==> src/rtl/ram2_ctrl_if.sv <==
// CPU-side request/ack ports and SRAM pin bundle for the RAM2 sequencer.
// slave = controller side, master = CPU pipeline plus SRAM device.
interface ram2_ctrl_if;
  logic        if_req;
  logic [15:0] if_addr;
  logic [15:0] if_inst;
  logic        if_ack;

  logic        mem_ce;
  logic        mem_we;
  logic [15:0] mem_addr_i;
  logic [15:0] mem_data_i;
  logic [15:0] mem_data_o;
  logic        mem_ack;

  logic        stall_req;

  logic [17:0] sram_addr;
  logic [15:0] sram_dq_o;
  logic        sram_dq_oe;
  logic [15:0] sram_dq_i;
  logic        sram_ce_n;
  logic        sram_oe_n;
  logic        sram_we_n;

  modport slave (
    input  if_req, if_addr, mem_ce, mem_we, mem_addr_i, mem_data_i, sram_dq_i,
    output if_inst, if_ack, mem_data_o, mem_ack, stall_req,
    output sram_addr, sram_dq_o, sram_dq_oe, sram_ce_n, sram_oe_n, sram_we_n
  );

  modport master (
    output if_req, if_addr, mem_ce, mem_we, mem_addr_i, mem_data_i, sram_dq_i,
    input  if_inst, if_ack, mem_data_o, mem_ack, stall_req,
    input  sram_addr, sram_dq_o, sram_dq_oe, sram_ce_n, sram_oe_n, sram_we_n
  );
endinterface

==> src/rtl/ram2_ctrl.sv <==
// Arbiter and strobe sequencer sharing one async SRAM between fetch and data ports.
// Read ack WAIT_CYCLES+2 cycles after grant, write ack WAIT_CYCLES+4; stall held while a request is unacked.
module ram2_ctrl #(
  parameter int unsigned WAIT_CYCLES = 1
) (
  input  logic         clk,
  input  logic         rst,
  ram2_ctrl_if.slave   bus
);

  localparam logic [2:0] WC      = 3'(WAIT_CYCLES);
  localparam logic       OWN_IF  = 1'b0;
  localparam logic       OWN_MEM = 1'b1;

  typedef enum logic [2:0] {
    IDLE,
    RD,
    WR_SETUP,
    WR_PULSE,
    WR_HOLD,
    ACK
  } state_t;

  state_t      state;
  logic [2:0]  cnt;
  logic        owner;
  logic        last_mem;
  logic [15:0] addr_q;
  logic [15:0] wdata_q;
  logic [15:0] if_inst_q;
  logic [15:0] mem_data_q;
  logic        if_ack_q;
  logic        mem_ack_q;
  logic        ce_n_q;
  logic        oe_n_q;
  logic        we_n_q;
  logic        dq_oe_q;
  logic        grant_mem;

  // MEM wins unless it was also the last port served and fetch is waiting.
  assign grant_mem = bus.mem_ce & ~(bus.if_req & last_mem);

  always_ff @(posedge clk) begin
    if (rst) begin
      state      <= IDLE;
      cnt        <= 3'd0;
      owner      <= OWN_IF;
      last_mem   <= 1'b0;
      addr_q     <= 16'h0000;
      wdata_q    <= 16'h0000;
      if_inst_q  <= 16'h0000;
      mem_data_q <= 16'h0000;
      if_ack_q   <= 1'b0;
      mem_ack_q  <= 1'b0;
      ce_n_q     <= 1'b1;
      oe_n_q     <= 1'b1;
      we_n_q     <= 1'b1;
      dq_oe_q    <= 1'b0;
    end else begin
      if_ack_q  <= 1'b0;
      mem_ack_q <= 1'b0;
      case (state)
        IDLE: begin
          if (bus.mem_ce || bus.if_req) begin
            owner   <= grant_mem ? OWN_MEM : OWN_IF;
            addr_q  <= grant_mem ? bus.mem_addr_i : bus.if_addr;
            wdata_q <= bus.mem_data_i;
            ce_n_q  <= 1'b0;
            if (grant_mem && bus.mem_we) begin
              state   <= WR_SETUP;
              dq_oe_q <= 1'b1;
            end else begin
              state  <= RD;
              cnt    <= 3'd0;
              oe_n_q <= 1'b0;
            end
          end
        end
        RD: begin
          if (cnt == WC) begin
            if (owner == OWN_MEM) begin
              mem_data_q <= bus.sram_dq_i;
              mem_ack_q  <= 1'b1;
            end else begin
              if_inst_q <= bus.sram_dq_i;
              if_ack_q  <= 1'b1;
            end
            ce_n_q <= 1'b1;
            oe_n_q <= 1'b1;
            state  <= ACK;
          end else begin
            cnt <= cnt + 3'd1;
          end
        end
        WR_SETUP: begin
          cnt    <= 3'd0;
          we_n_q <= 1'b0;
          state  <= WR_PULSE;
        end
        WR_PULSE: begin
          if (cnt == WC) begin
            we_n_q <= 1'b1;
            state  <= WR_HOLD;
          end else begin
            cnt <= cnt + 3'd1;
          end
        end
        WR_HOLD: begin
          ce_n_q    <= 1'b1;
          dq_oe_q   <= 1'b0;
          mem_ack_q <= 1'b1;
          state     <= ACK;
        end
        ACK: begin
          last_mem <= (owner == OWN_MEM);
          state    <= IDLE;
        end
        default: state <= IDLE;
      endcase
    end
  end

  assign bus.if_inst    = if_inst_q;
  assign bus.if_ack     = if_ack_q;
  assign bus.mem_data_o = mem_data_q;
  assign bus.mem_ack    = mem_ack_q;
  assign bus.stall_req  = (bus.mem_ce & ~mem_ack_q) | (bus.if_req & ~if_ack_q);
  assign bus.sram_addr  = {2'b00, addr_q};
  assign bus.sram_dq_o  = wdata_q;
  assign bus.sram_dq_oe = dq_oe_q;
  assign bus.sram_ce_n  = ce_n_q;
  assign bus.sram_oe_n  = oe_n_q;
  assign bus.sram_we_n  = we_n_q;

endmodule

==> src/flat_wrapper.sv <==
// flat-port wrapper written by rule: the top's interface ports become plain ports
module ram2_ctrl_flat 
#(
  parameter int unsigned WAIT_CYCLES = 1
)
  (clk, rst, bus_if_req, bus_if_addr, bus_mem_ce, bus_mem_we, bus_mem_addr_i, bus_mem_data_i, bus_sram_dq_i, bus_if_inst, bus_if_ack, bus_mem_data_o, bus_mem_ack, bus_stall_req, bus_sram_addr, bus_sram_dq_o, bus_sram_dq_oe, bus_sram_ce_n, bus_sram_oe_n, bus_sram_we_n);
  ram2_ctrl_if bus_i ();
  input  logic clk;
  input  logic rst;
  input wire logic [$bits(bus_i.if_req)-1:0] bus_if_req;
  input wire logic [$bits(bus_i.if_addr)-1:0] bus_if_addr;
  input wire logic [$bits(bus_i.mem_ce)-1:0] bus_mem_ce;
  input wire logic [$bits(bus_i.mem_we)-1:0] bus_mem_we;
  input wire logic [$bits(bus_i.mem_addr_i)-1:0] bus_mem_addr_i;
  input wire logic [$bits(bus_i.mem_data_i)-1:0] bus_mem_data_i;
  input wire logic [$bits(bus_i.sram_dq_i)-1:0] bus_sram_dq_i;
  output wire logic [$bits(bus_i.if_inst)-1:0] bus_if_inst;
  output wire logic [$bits(bus_i.if_ack)-1:0] bus_if_ack;
  output wire logic [$bits(bus_i.mem_data_o)-1:0] bus_mem_data_o;
  output wire logic [$bits(bus_i.mem_ack)-1:0] bus_mem_ack;
  output wire logic [$bits(bus_i.stall_req)-1:0] bus_stall_req;
  output wire logic [$bits(bus_i.sram_addr)-1:0] bus_sram_addr;
  output wire logic [$bits(bus_i.sram_dq_o)-1:0] bus_sram_dq_o;
  output wire logic [$bits(bus_i.sram_dq_oe)-1:0] bus_sram_dq_oe;
  output wire logic [$bits(bus_i.sram_ce_n)-1:0] bus_sram_ce_n;
  output wire logic [$bits(bus_i.sram_oe_n)-1:0] bus_sram_oe_n;
  output wire logic [$bits(bus_i.sram_we_n)-1:0] bus_sram_we_n;
  assign bus_i.if_req = bus_if_req;
  assign bus_i.if_addr = bus_if_addr;
  assign bus_i.mem_ce = bus_mem_ce;
  assign bus_i.mem_we = bus_mem_we;
  assign bus_i.mem_addr_i = bus_mem_addr_i;
  assign bus_i.mem_data_i = bus_mem_data_i;
  assign bus_i.sram_dq_i = bus_sram_dq_i;
  assign bus_if_inst = bus_i.if_inst;
  assign bus_if_ack = bus_i.if_ack;
  assign bus_mem_data_o = bus_i.mem_data_o;
  assign bus_mem_ack = bus_i.mem_ack;
  assign bus_stall_req = bus_i.stall_req;
  assign bus_sram_addr = bus_i.sram_addr;
  assign bus_sram_dq_o = bus_i.sram_dq_o;
  assign bus_sram_dq_oe = bus_i.sram_dq_oe;
  assign bus_sram_ce_n = bus_i.sram_ce_n;
  assign bus_sram_oe_n = bus_i.sram_oe_n;
  assign bus_sram_we_n = bus_i.sram_we_n;
  ram2_ctrl #(.WAIT_CYCLES(WAIT_CYCLES)) u_core (.clk(clk), .rst(rst), .bus(bus_i));
endmodule
==> config.mk <==
export PLATFORM = sky130hd
export DESIGN_NAME = ram2_ctrl_flat
export DESIGN_NICKNAME = d
export VERILOG_FILES = /design/src/rtl/ram2_ctrl_if.sv /design/src/rtl/ram2_ctrl.sv /design/src/flat_wrapper.sv
export SDC_FILE = /design/constraint.sdc
export NUM_CORES = 1
export LEC_CHECK = 0
export ABC_CLOCK_PERIOD_IN_PS = 4800
export CAP_MARGIN = 20
export CORE_MARGIN = 2
export CORE_UTILIZATION = 30
export CTS_CLUSTER_DIAMETER = 80
export DETAILED_ROUTE_END_ITERATION = 7
export MAX_ROUTING_LAYER = met4
export PLACE_DENSITY = 0.6
export SKIP_LAST_GASP = 1
export SLEW_MARGIN = 5
export SYNTH_ARGS = -nofsm -noshare
export SYNTH_HDL_FRONTEND = slang
export SYNTH_SLANG_ARGS = --single-unit
==> constraint.sdc <==
create_clock -name clk -period 4.8 [get_ports clk]
set_clock_uncertainty 0.1 [all_clocks]
set_input_delay 0.72 -clock clk [delete_from_list [all_inputs] [get_ports clk]]
set_output_delay 0.72 -clock clk [all_outputs]
set_load 0.03 [all_outputs]
==> results of run 1 <==
final cells by class:
| type | instances | area [sq um] |
|---|---|---|
| inverter | 10 | 37.5 |
| clock inverter | 5 | 33.8 |
| clock buffer | 11 | 151 |
| multi-input combinational | 258 | 1570 |
| timing repair buffer | 141 | 1400 |
| sequential | 78 | 1560 |
| tap | 140 | 175 |
| fill | 1108 | 5910 |
metrics by stage:
step	util	cells
3_5_place_dp	0.437	627
5_1_grt	0.455	643
6_report	0.455	643
3_3_place_gp	0.437	627
2_1_floorplan	-	381
4_1_cts	0.455	643
how the worst max path moves through the flow:
stage / start / to / slack (ns) / cells past startpoint
6_report: bus_if_req / bus_stall_req / 1.48 / 4
5_1_grt: bus_if_req / bus_stall_req / 1.32 / 4
4_1_cts: bus_if_req / bus_stall_req / 1.49 / 4
3_5_place_dp: bus_if_req / bus_stall_req / 1.50 / 4
3_3_place_gp: bus_if_req / bus_stall_req / 1.52 / 4
2_1_floorplan: bus_if_req / bus_stall_req / 2.51 / 3
cell families (layout without fill, tap and decap cells):
group	after synthesis	in the layout	synth area share
mux	33	33	0.0990
compound gates	114	114	0.205
other cells	1	2	0.00112
simple gates	107	107	0.156
buf+inv	45	167	0.0637
flops	78	78	0.468
fa+ha+maj	2	2	0.00750
power groups by stage:
stage	clock, W	sequential (W)	combinational, W
final	0.000470	0.000724	0.000387
after detailed placement	0	0.000739	0.000388
after global placement	0	0.000738	0.000385
after global routing	0.000508	0.000730	0.000416
after floorplan	0	0.000806	0.000158
after CTS	0.000489	0.000724	0.000389
metal layers:
metal  vias up  global-route usage
li1       1577                   -
met1      1459               0.209
met2       129               0.256
met3        13              0.0510
met4         0              0.0325
met5         -                   -
sequential cells by signal (all words and copies together), names as in the netlist:
register               cells
u_core.addr_q             16
u_core.bus.if_inst        16
u_core.bus.mem_data_o     16
u_core.bus.sram_dq_o      16
u_core.cnt                 3
u_core.state               3
u_core.bus.if_ack          1
u_core.bus.mem_ack         1
u_core.bus.sram_ce_n       1
u_core.bus.sram_dq_oe      1
u_core.bus.sram_oe_n       1
u_core.bus.sram_we_n       1
u_core.last_mem            1
u_core.owner               1
cells in the mapped netlist (all sizes together) (2+ instances only):
master,n
ha,2
buf,17
mux2i,33
o21ai,40
dfxtp,78
or3,2
clkbuf,18
nand3,17
a211oi,4
o22ai,2
nor2b,3
a311oi,19
inv,10
nor3,2
nand2,68
a21oi,35
nor2,5
a31oi,7
nand2b,3
o211ai,2
worst max-delay path: cells and delay by family:
kind	cells	cell delay [ns]
buffers and inverters	3	1.57
AO/OA/AOI/OAI	1	0.19
==> results.md, run 1 <==
- After layout, the worst setup slack is 1.48 ns.
- In the detailed route, the total length drawn on met3 is 823 um.
- After clock tree synthesis, the clock-pin slew on the worst setup and hold paths is 0.09 ns.
- The post-cts sizing count is 0.
- The reg-to-reg critical path startpoint is u_core.cnt[0].
- Of the cells placed in the final design, the portion with a size suffix greater than 1 is 0.0557.
- For this run, the total global-route usage over all layers was measured as 0.163.
- The clock tree synthesis step divided the H-tree into 3 levels.
- The root buffer cell is sky130_fd_sc_hd__clkbuf_8.
- Summed over all cells, the static leakage comes to 1.83 nW.
- For hold timing, the worst endpoint is u_core.bus.mem_data_o[5].
- The detailed router finished its first iteration with 214 violations.
- The startpoint of the most critical hold path is u_core.bus.mem_data_o[5].
- Summing all non-filler instances in the final layout gives an area of 4930 sq um.
- The maximum vdd drop is 0.000160 V.
- In the synthesized netlist, the number of instances is 380.
- The total overflow left after global routing is 0.
- Entering global routing, the biggest net connects 51 pins.
- For this design, the CTS-stage hold fixing added 0 buffers.
- The cell that appears most often on the critical path is sky130_fd_sc_hd__clkdlybuf4s50_1.
- The cell accounting for the most synthesized area is sky130_fd_sc_hd__dfxtp_1.
- The post-detailed-placement half-perimeter wirelength is 6460 um.
- The antenna diode count is 0.
- The total chip power is 0.00158 W.
- Of the total power, the share spent switching nets is 0.320.
- Summing every instance area after synthesis gives 3340 sq um.
- The flow ran to the end, and the final reports show no timing, DRC or antenna violations.
- The analysis attributes to net switching a power of 0.000506 W.
- The depth of the worst hold-timing path is 2.
- After synthesis, the netlist uses 40 different library cells.
- The clock latency of the later-clocked register in the worst-skew pair is 0.35 ns.
- The final net count is 569.
- The first global-routing pass estimated 15000 um of wire.
- The final-report hold violation count is 0.
- The post-detailed-route wirelength per cell is 15.0 um.
- Of all nets on the critical path, the largest fanout is 19.
- The required arrival time at the worst endpoint is 3.98 ns.
- Summed over all layers, the routed wires come to 9640 um.
- The top cell types in the final layout, fill and taps aside, are 138 x sky130_fd_sc_hd__clkdlybuf4s50_1, 78 x sky130_fd_sc_hd__dfxtp_1, 68 x sky130_fd_sc_hd__nand2_1.
- Sorting the synthesized cells by area gives the leading types as sky130_fd_sc_hd__dfxtp_1 47%, sky130_fd_sc_hd__mux2i_1 9.9%, sky130_fd_sc_hd__nand2_1 7.6%, sky130_fd_sc_hd__o21ai_0 6.0%, sky130_fd_sc_hd__a21oi_1 5.2%.
- In this run the vertical extent of the chip is 109 um.
- The final cycle utilization of the critical path is 0.691.
- Across all layers, the routed design uses 3178 vias.
- The worst setup path is of the primary input to output port kind.
- The number of setup buffers added after CTS is 0.
- Counting flops with a built-in enable in the synthesized netlist gives 0.
- The number of global-route vias before repair is 2984.
- The die is 109 um wide.
- The share of the synthesized area in the top cell type is 0.468.
- Relative to the synthesized area, the layout overhead comes to 47.7%.
- Setup repair after global routing left no endpoint under its margin.
- No sink is reached through more buffers than the 2 on the longest clock path.
- The sequential cell fraction of total power is 0.458.
- The initial antenna violation count is 0.
- At the worst endpoint, the arrival time is 2.50 ns.
- Of the total power, combinational logic draws 0.245.
- TritonCTS built the clock tree.
- The wire length on met1 is 4510 um.
- The quantity of I/O buffers inserted on ports is 139.
- After routing, the total negative slack on setup checks comes to 0 ns.
- For this run, the number of Yosys warnings is 0.
- The number of slew-limit violations in the final report is 0.
- The I/O pin count is 142.
- The critical path endpoint category is an output port.
- The uppermost metal layer occupied by signal nets is met4.
- The ratio of total power to cell area is 321 nW/um^2.
- The count of state elements after synthesis is 78.
- The residual antenna-violating net count after detailed routing is 0.
- The area after detailed placement is 4740 sq um.
- For the pin with the worst max-slew slack, the measured transition is 1.08 ns.
- The floorplan step defined a die boundary enclosing 12000 sq um.
- The vias per cell is 4.94.
- The minimum hold slack is 0.362 ns.
- The min-delay analysis places its worst path in the category flop to flop.
- The routed design uses 4220 um of met2 wire.
- The slowest stage of the critical path belongs to the cell sky130_fd_sc_hd__clkdlybuf4s50_1.
- The number of buffers created by CTS is 9.
- The share of the yosys chip area belonging to registers is 0.468.
- The startpoint kind of the worst setup timing path is a primary input.
- The effective utilization at floorplan is 0.308.
- Subtracting the final worst setup slack from the clock period gives 3.32 ns.
- The power share of the clock group is 0.297.
- The post-placement setup slack is 1.50 ns.
- Across all register-to-register paths, the minimum setup slack is 2.43 ns.
- The last weighted congestion value of the routability-driven placer is 0.772.
- The biggest cell delay along the critical path is 0.72 ns.
- The async set-reset flop share out of synthesis is 0.
- The area of the core is 10800 sq um.
- The library cell used most frequently in the layout, excluding fill and tap cells, is sky130_fd_sc_hd__clkdlybuf4s50_1.
- The internal power consumption is 0.00108 W.
- Headroom to the max-slew limit came out at 0.274.
- The maximum clock frequency is 302 MHz.
- The max capacitance violation total is 0.
- The mean cell area of the mapped netlist is 8.78 sq um.
- The row count is 38.
- The end of the worst register-to-register path is u_core.bus.mem_data_o[15].
- After detailed routing, the number of remaining DRC violations is 0.
- For this run, the leading register cell type out of synthesis is sky130_fd_sc_hd__dfxtp_1.
- The worst reg-to-reg path cell count is 4.
- The critical path goes through clkdlybuf4s50_1 > inv_1 > o22ai_1 > clkdlybuf4s50_1.
- The pre-antenna-repair detailed-routing pass consisted of 4 iterations.
- The tree built by TritonCTS fans out to 78 sinks.
- Setup violations remaining at the end of the flow were counted as 0.
(Power assumes the default switching activity.)
==> run 2: changes to the inputs <==
ABC_CLOCK_PERIOD_IN_PS = 3100   (was 4800)
clock period = 3.1 ns   (was 4.8 ns; I/O delays follow)
==> run 2 against run 1 <==
Effect of this change:
- die area is the same
- final area rose by 1.9%
- non-clock buffer count increased by 4
- core utilization increased by 0.87 points
- hold slack about the same
- critical endpoint unchanged
- critical path depth did not move
- first-iteration DRC count is 23% lower
- sequential share of layout area down 0.59 points
- largest cell class unchanged
- count of clock-buffer cells in the layout stayed put
- highest routed layer unchanged
- flip-flop and latch count unchanged
==> results.md, run 2 (synthesized netlist as in run 1, its figures left out) <==
- The final cell area excluding filler cells is 5020 sq um.
- The number of slew-limit violations in the final report was 0.
- The first global-routing pass estimated 15700 um of wire.
- Static timing analysis puts the maximum clock frequency at 387 MHz.
- The analysis attributes to cell leakage a power of 1.89 nW.
- The library cell used most frequently in the layout, excluding fill and tap cells, is sky130_fd_sc_hd__clkdlybuf4s50_1.
- The total negative slack is 0 ns.
- In this run the critical register-to-register path is launched from u_core.cnt[0].
- The layout filler cell count is 1073.
- The max capacitance violation total is 0.
- The final count of negative-setup-slack endpoints is 0.
- In the global route stage, overall resource usage came out at 0.169.
- CTS built an H-tree with a depth of 3.
- The path class of the tightest hold or removal check is flop to flop.
- The maximum buffer depth of the clock tree is 2.
- The final layout contains 573 nets.
- The launch point of the worst path is bus_mem_ce.
- The effective utilization at floorplan is 0.308.
- For this block, the routed nets add up to 9700 um of wire.
- Data on the critical path is required at its endpoint by 2.53 ns.
- The row count is 38.
- The cts-stage hold buffer count is 0.
- The maximum vdd drop is 0.000236 V.
- Summing all placed instances gives a cell area of 4780 sq um.
- The wire-length estimate of the detail-placed layout is 6550 um.
- 142 I/O pins were placed.
- Of all nets on the critical path, the largest fanout is 8.
- The number of buffers created by CTS is 9.
- The root buffer cell is sky130_fd_sc_hd__clkbuf_8.
- The transition time at the pin with the least slew margin is 1.08 ns.
- The startpoint of the most critical hold path is u_core.bus.mem_data_o[2].
- STA classifies the critical path startpoint as a primary input.
- The worst setup path is captured at an output port.
- The TritonCTS clock tree is done.
- The count of clock tree sinks is 78.
- The last weighted congestion value of the routability-driven placer is 0.779.
- The pre-antenna-repair detailed-routing pass consisted of 4 iterations.
- In the layout the commonest cells are 138 x sky130_fd_sc_hd__clkdlybuf4s50_1, 78 x sky130_fd_sc_hd__dfxtp_1, 68 x sky130_fd_sc_hd__nand2_1.
- The max-slew headroom at the worst pin is 0.279.
- The share of layout cells above drive strength 1 is 0.0593.
- Buffers added to address setup during post-CTS repair amount to 0.
- For this run, the share of the core covered by cells in the final layout is 0.463.
- The ratio of total power to cell area is 528 nW/um^2.
- The overall die width is 109 um.
- Buffers placed on the I/O ports in this run total 139.
- The aggregate global routing overflow is 0.
- The y dimension of the die is 109 um.
- The run finished with clean final reports.
- The initial antenna violation count was 0.
- The total number of vias is 3215.
- The count of nets left with antenna violations once routing finished came out at 0.
- Of the available clock period, the critical path in the final layout requires 0.833.
- The area of the core is 10800 sq um.
- Dividing the detail-routed via count by the number of cells gives 4.98.
- The minimum hold slack is 0.362 ns.
- The maximum number of pins on one net before global-route repair is 51.
- Counting I/O delays and the setup requirement, the final critical path takes 2.58 ns.
- The growth of design area from synthesis to finish is 50.5%.
- The data arrival time at the worst-slack endpoint is 2.02 ns.
- The clock transition at the register clock pins on the worst setup and hold paths after CTS is 0.08 ns.
- The critical path class is primary input to output port.
- Setup repair after global routing left no endpoint under its margin.
- The number of global-route vias before repair was 3162.
- The number of antenna diodes in the final layout is 0.
- The post-detailed-route wirelength per cell is 15.0 um.
- The final-report hold violation count was 0.
- The floorplan step defined a die boundary enclosing 12000 sq um.
- At the later pin of the worst-skew pair, clock insertion delay measures 0.34 ns.
- Post-CTS repair changed the size of 0 cells.
- The detailed-route DRC error count is 0.
- In this run, the number of DRC markers left after iteration 0 of detailed routing was 164.
run 2: cell count changes in the layout (fill, tap and decap cells not counted), sizes merged:
| cell | previous run | this run |
|---|---|---|
| clkinvlp | 2 | 0 |
| bufinv | 0 | 3 |
| buf | 3 | 7 |
| clkinv | 3 | 1 |
run 2: critical path, stage by stage:
cell and delay (ns):
sky130_fd_sc_hd__clkdlybuf4s50_1 0.58, sky130_fd_sc_hd__inv_1 0.08, sky130_fd_sc_hd__o22ai_1 0.17, sky130_fd_sc_hd__clkdlybuf4s50_1 0.72
run 2: final timing paths:
path | to | slack, ns | cells past startpoint
worst min register to register | u_core.bus.mem_data_o[2] | 0.36 | 2
worst max-delay path | bus_stall_req | 0.52 | 4
worst max register to register | u_core.bus.mem_data_o[4] | 1.05 | 5
worst min-delay path | u_core.bus.mem_data_o[2] | 0.36 | 2
run 2: layer usage:
layer / wire length (um) / global-route usage / share of wire
met1: 4460 / 0.215 / 0.46
met2: 4200 / 0.261 / 0.43
met3: 942 / 0.0593 / 0.097
met4: 99 / 0.0325 / 0.010
met5: 0 / - / 0
run 2: through the flow:
| step | setup slack [ns] | std cells | total power [W] |
|---|---|---|---|
| global placement | 0.533 | 631 | 0.00175 |
| finish | 0.519 | 646 | 0.00265 |
| global route | 0.395 | 646 | 0.00278 |
| detailed placement | 0.525 | 631 | 0.00176 |
| floorplan | 1.32 | 381 | 0.00149 |
| CTS | 0.507 | 646 | 0.00269 |
run 2: area by class of cell:
| class | count | area, sq um | area share |
|---|---|---|---|
| Clock buffer | 11 | 141 | 0.0282 |
| Multi-Input combinational cell | 258 | 1570 | 0.312 |
| Inverter | 10 | 37.5 | 0.00748 |
| Sequential cell | 78 | 1560 | 0.311 |
| Tap cell | 140 | 175 | 0.0349 |
| Timing Repair Buffer | 145 | 1440 | 0.288 |
| Clock inverter | 4 | 95.1 | 0.0189 |
run 2: power by group:
part | switching (W) | internal (W)
combinational | 0.000340 | 0.000273
sequential | 0.0000502 | 0.00107
clock | 0.000366 | 0.000552
total | 0.000757 | 0.00189
==> run 3: changes to the inputs <==
ABC_CLOCK_PERIOD_IN_PS = 2520   (was 3100)
clock period = 2.52 ns   (was 3.1 ns; I/O delays follow)
==> run 3 against run 2 <==
Effect of this change:
- clock power increased by 0.4%
- combinational power grew 22%
- routed wire length fell by 0.50%
- sequential share of layout area rose by 0.28 points
- core utilization shrank 0.42 points
- worst setup slack improved by 0.030 ns
- via count shrank 0.87%
- final cell count increased by 0.46%
==> results.md, run 3 (synthesized netlist as in run 1, its figures left out) <==
- The cts-stage hold buffer count is 0.
- STA puts the critical path data arrival time at 1.49 ns.
- The number of gates resized after CTS was 0.
- The max capacitance violation total is 0.
- The total setup buffers inserted after CTS is 0.
- The pre-antenna-repair detailed-routing pass consisted of 4 iterations.
- Entering global routing, the biggest net connects 51 pins.
- Data on the critical path is required at its endpoint by 2.04 ns.
- The aggregate global routing overflow is 0.
- The vias per cell is 4.91.
- The total negative slack is 0 ns.
- Timing would allow up to 507 MHz.
- In this run the remaining antenna-violating nets after routing total 0.
- The y dimension of the die is 109 um.
- The maximum buffer depth of the clock tree is 2.
- The initial antenna violation count is 0.
- The H-tree was split into 3 levels.
- The clock reaches the later pin of the worst-skew pair after 0.34 ns.
- The launch point of the worst path is bus_mem_ce.
- The worst-case IR drop observed on VDD is 0.000268 V.
- After the last flow step, the layout net total stands at 575.
- Across all layers, the routed design uses 3187 vias.
- The final count of negative-setup-slack endpoints is 0.
- For the pin with the worst max-slew slack, the measured transition is 0.940 ns.
- The growth of design area from synthesis to finish is 49.1%.
- In this run the power density over the cells is 612 nW/um^2.
- CTS placed an instance of sky130_fd_sc_hd__clkbuf_8 at the clock tree root.
- The antenna diode count is 0.
- The tightest min-delay check is of the flop to flop type.
- The area of the core is 10800 sq um.
- The floorplan step set the die width to 109 um.
- The row count is 38.
- The TritonCTS clock tree is done.
- The library cells used most frequently in the layout, excluding fill and tap cells, are 137 x sky130_fd_sc_hd__clkdlybuf4s50_1, 78 x sky130_fd_sc_hd__dfxtp_1, 68 x sky130_fd_sc_hd__nand2_1.
- The startpoint identified for the worst register-to-register timing path is u_core.cnt[0].
- The layout filler cell count is 1087.
- Setup repair after global routing left no endpoint under its margin.
- Leaving out fill and tap cells, the most frequent cell in the layout is sky130_fd_sc_hd__clkdlybuf4s50_1.
- The first global-routing pass estimated 15200 um of wire.
- The routed design has 9650 um of wire.
- The worst pin sits at a relative slew slack of 0.371.
- The largest fanout of any net on the critical path is 8.
- The leakage power is 1.87 nW.
- The global-route usage over all layers is 0.165.
- The share of layout cells above drive strength 1 is 0.0648.
- The number of slew-limit violations in the final report came to 0.
- In this run the count of I/O pins placed on the die edge is 142.
- TritonCTS created 9 clock buffers.
- The detailed-route DRC error count is 0.
- The smallest clock period supported by the final layout is computed as 1.97 ns.
- The violation count after the first detailed-routing iteration is 122.
- The startpoint kind of the worst setup timing path is a primary input.
- The critical path endpoint category is an output port.
- The final-report hold violation count is 0.
- In this run the most critical hold path is launched from u_core.bus.mem_data_o[0].
- The quantity of I/O buffers inserted on ports is 139.
- Dividing the final minimum period by the clock period gives 0.782.
- The post-detailed-route wirelength per cell is 14.9 um.
- The count of clock tree sinks is 78.
- Summed over all nets, the half-perimeter wirelength after detailed placement is 6590 um.
- Clock-pin slew was measured on the worst setup and hold paths at 0.08 ns.
- The run finished with clean final reports.
- The final cell utilization of the core is 0.459.
- For this configuration, the core starts out at a cell density of 0.308.
- The critical path in this run is classified as primary input to output port.
- The die covers 12000 sq um.
- The number of global-route vias before repair is 3150.
- At the end of routability-driven placement, the weighted congestion stood at 0.793.
-- run 3: per-layer routing --
| metal | wire [um] | up-vias | track usage | part of all wire |
|---|---|---|---|---|
| met5 | 0 | - | - | 0 |
| met4 | 65 | 0 | 0.0434 | 0.0067 |
| met3 | 923 | 7 | 0.0533 | 0.096 |
| met2 | 4240 | 127 | 0.254 | 0.44 |
| met1 | 4420 | 1463 | 0.208 | 0.46 |
| li1 | - | 1590 | - | - |
-- run 3: stage by stage --
stage | std cells | setup slack, ns | hold WS [ns] | power (W) | area, sq um
floorplan | 381 | 0.862 | 0.423 | 0.00184 | 3340
global placement | 633 | 0.337 | 0.342 | 0.00215 | 4780
detailed placement | 633 | 0.276 | 0.350 | 0.00215 | 4780
CTS | 649 | 0.561 | 0.365 | 0.00310 | 4980
global route | 649 | 0.431 | 0.391 | 0.00320 | 4980
finish | 649 | 0.549 | 0.362 | 0.00305 | 4980
-- run 3: report_power, final --
| part | internal (W) | switching [W] |
|---|---|---|
| Combinational | 0.000329 | 0.000415 |
| Clock | 0.000461 | 0.000462 |
| Sequential | 0.00132 | 0.0000634 |
-- run 3: worst max-delay path, cell delays in order --
cell	delay [ns]
sky130_fd_sc_hd__clkdlybuf4s50_1	0.61
sky130_fd_sc_hd__inv_1	0.10
sky130_fd_sc_hd__o22ai_1	0.21
sky130_fd_sc_hd__buf_4	0.20
-- run 3: worst paths after layout --
check                                                end  slack (ns)  depth (start not counted)
worst max-delay path                       bus_stall_req        0.55                          4
worst min-delay path            u_core.bus.mem_data_o[0]        0.36                          2
worst max register to register        u_core.bus.mem_ack        0.59                          4
worst min register to register  u_core.bus.mem_data_o[0]        0.36                          2
-- run 3: area by class of cell --
type / count / area, sq um / share of cell area
Clock inverter: 5 / 60.1 / 0.0121
Sequential cell: 78 / 1560 / 0.314
Multi-Input combinational cell: 258 / 1570 / 0.315
Clock buffer: 11 / 131 / 0.0264
Inverter: 10 / 37.5 / 0.00754
Tap cell: 140 / 175 / 0.0352
Timing Repair Buffer: 147 / 1440 / 0.290
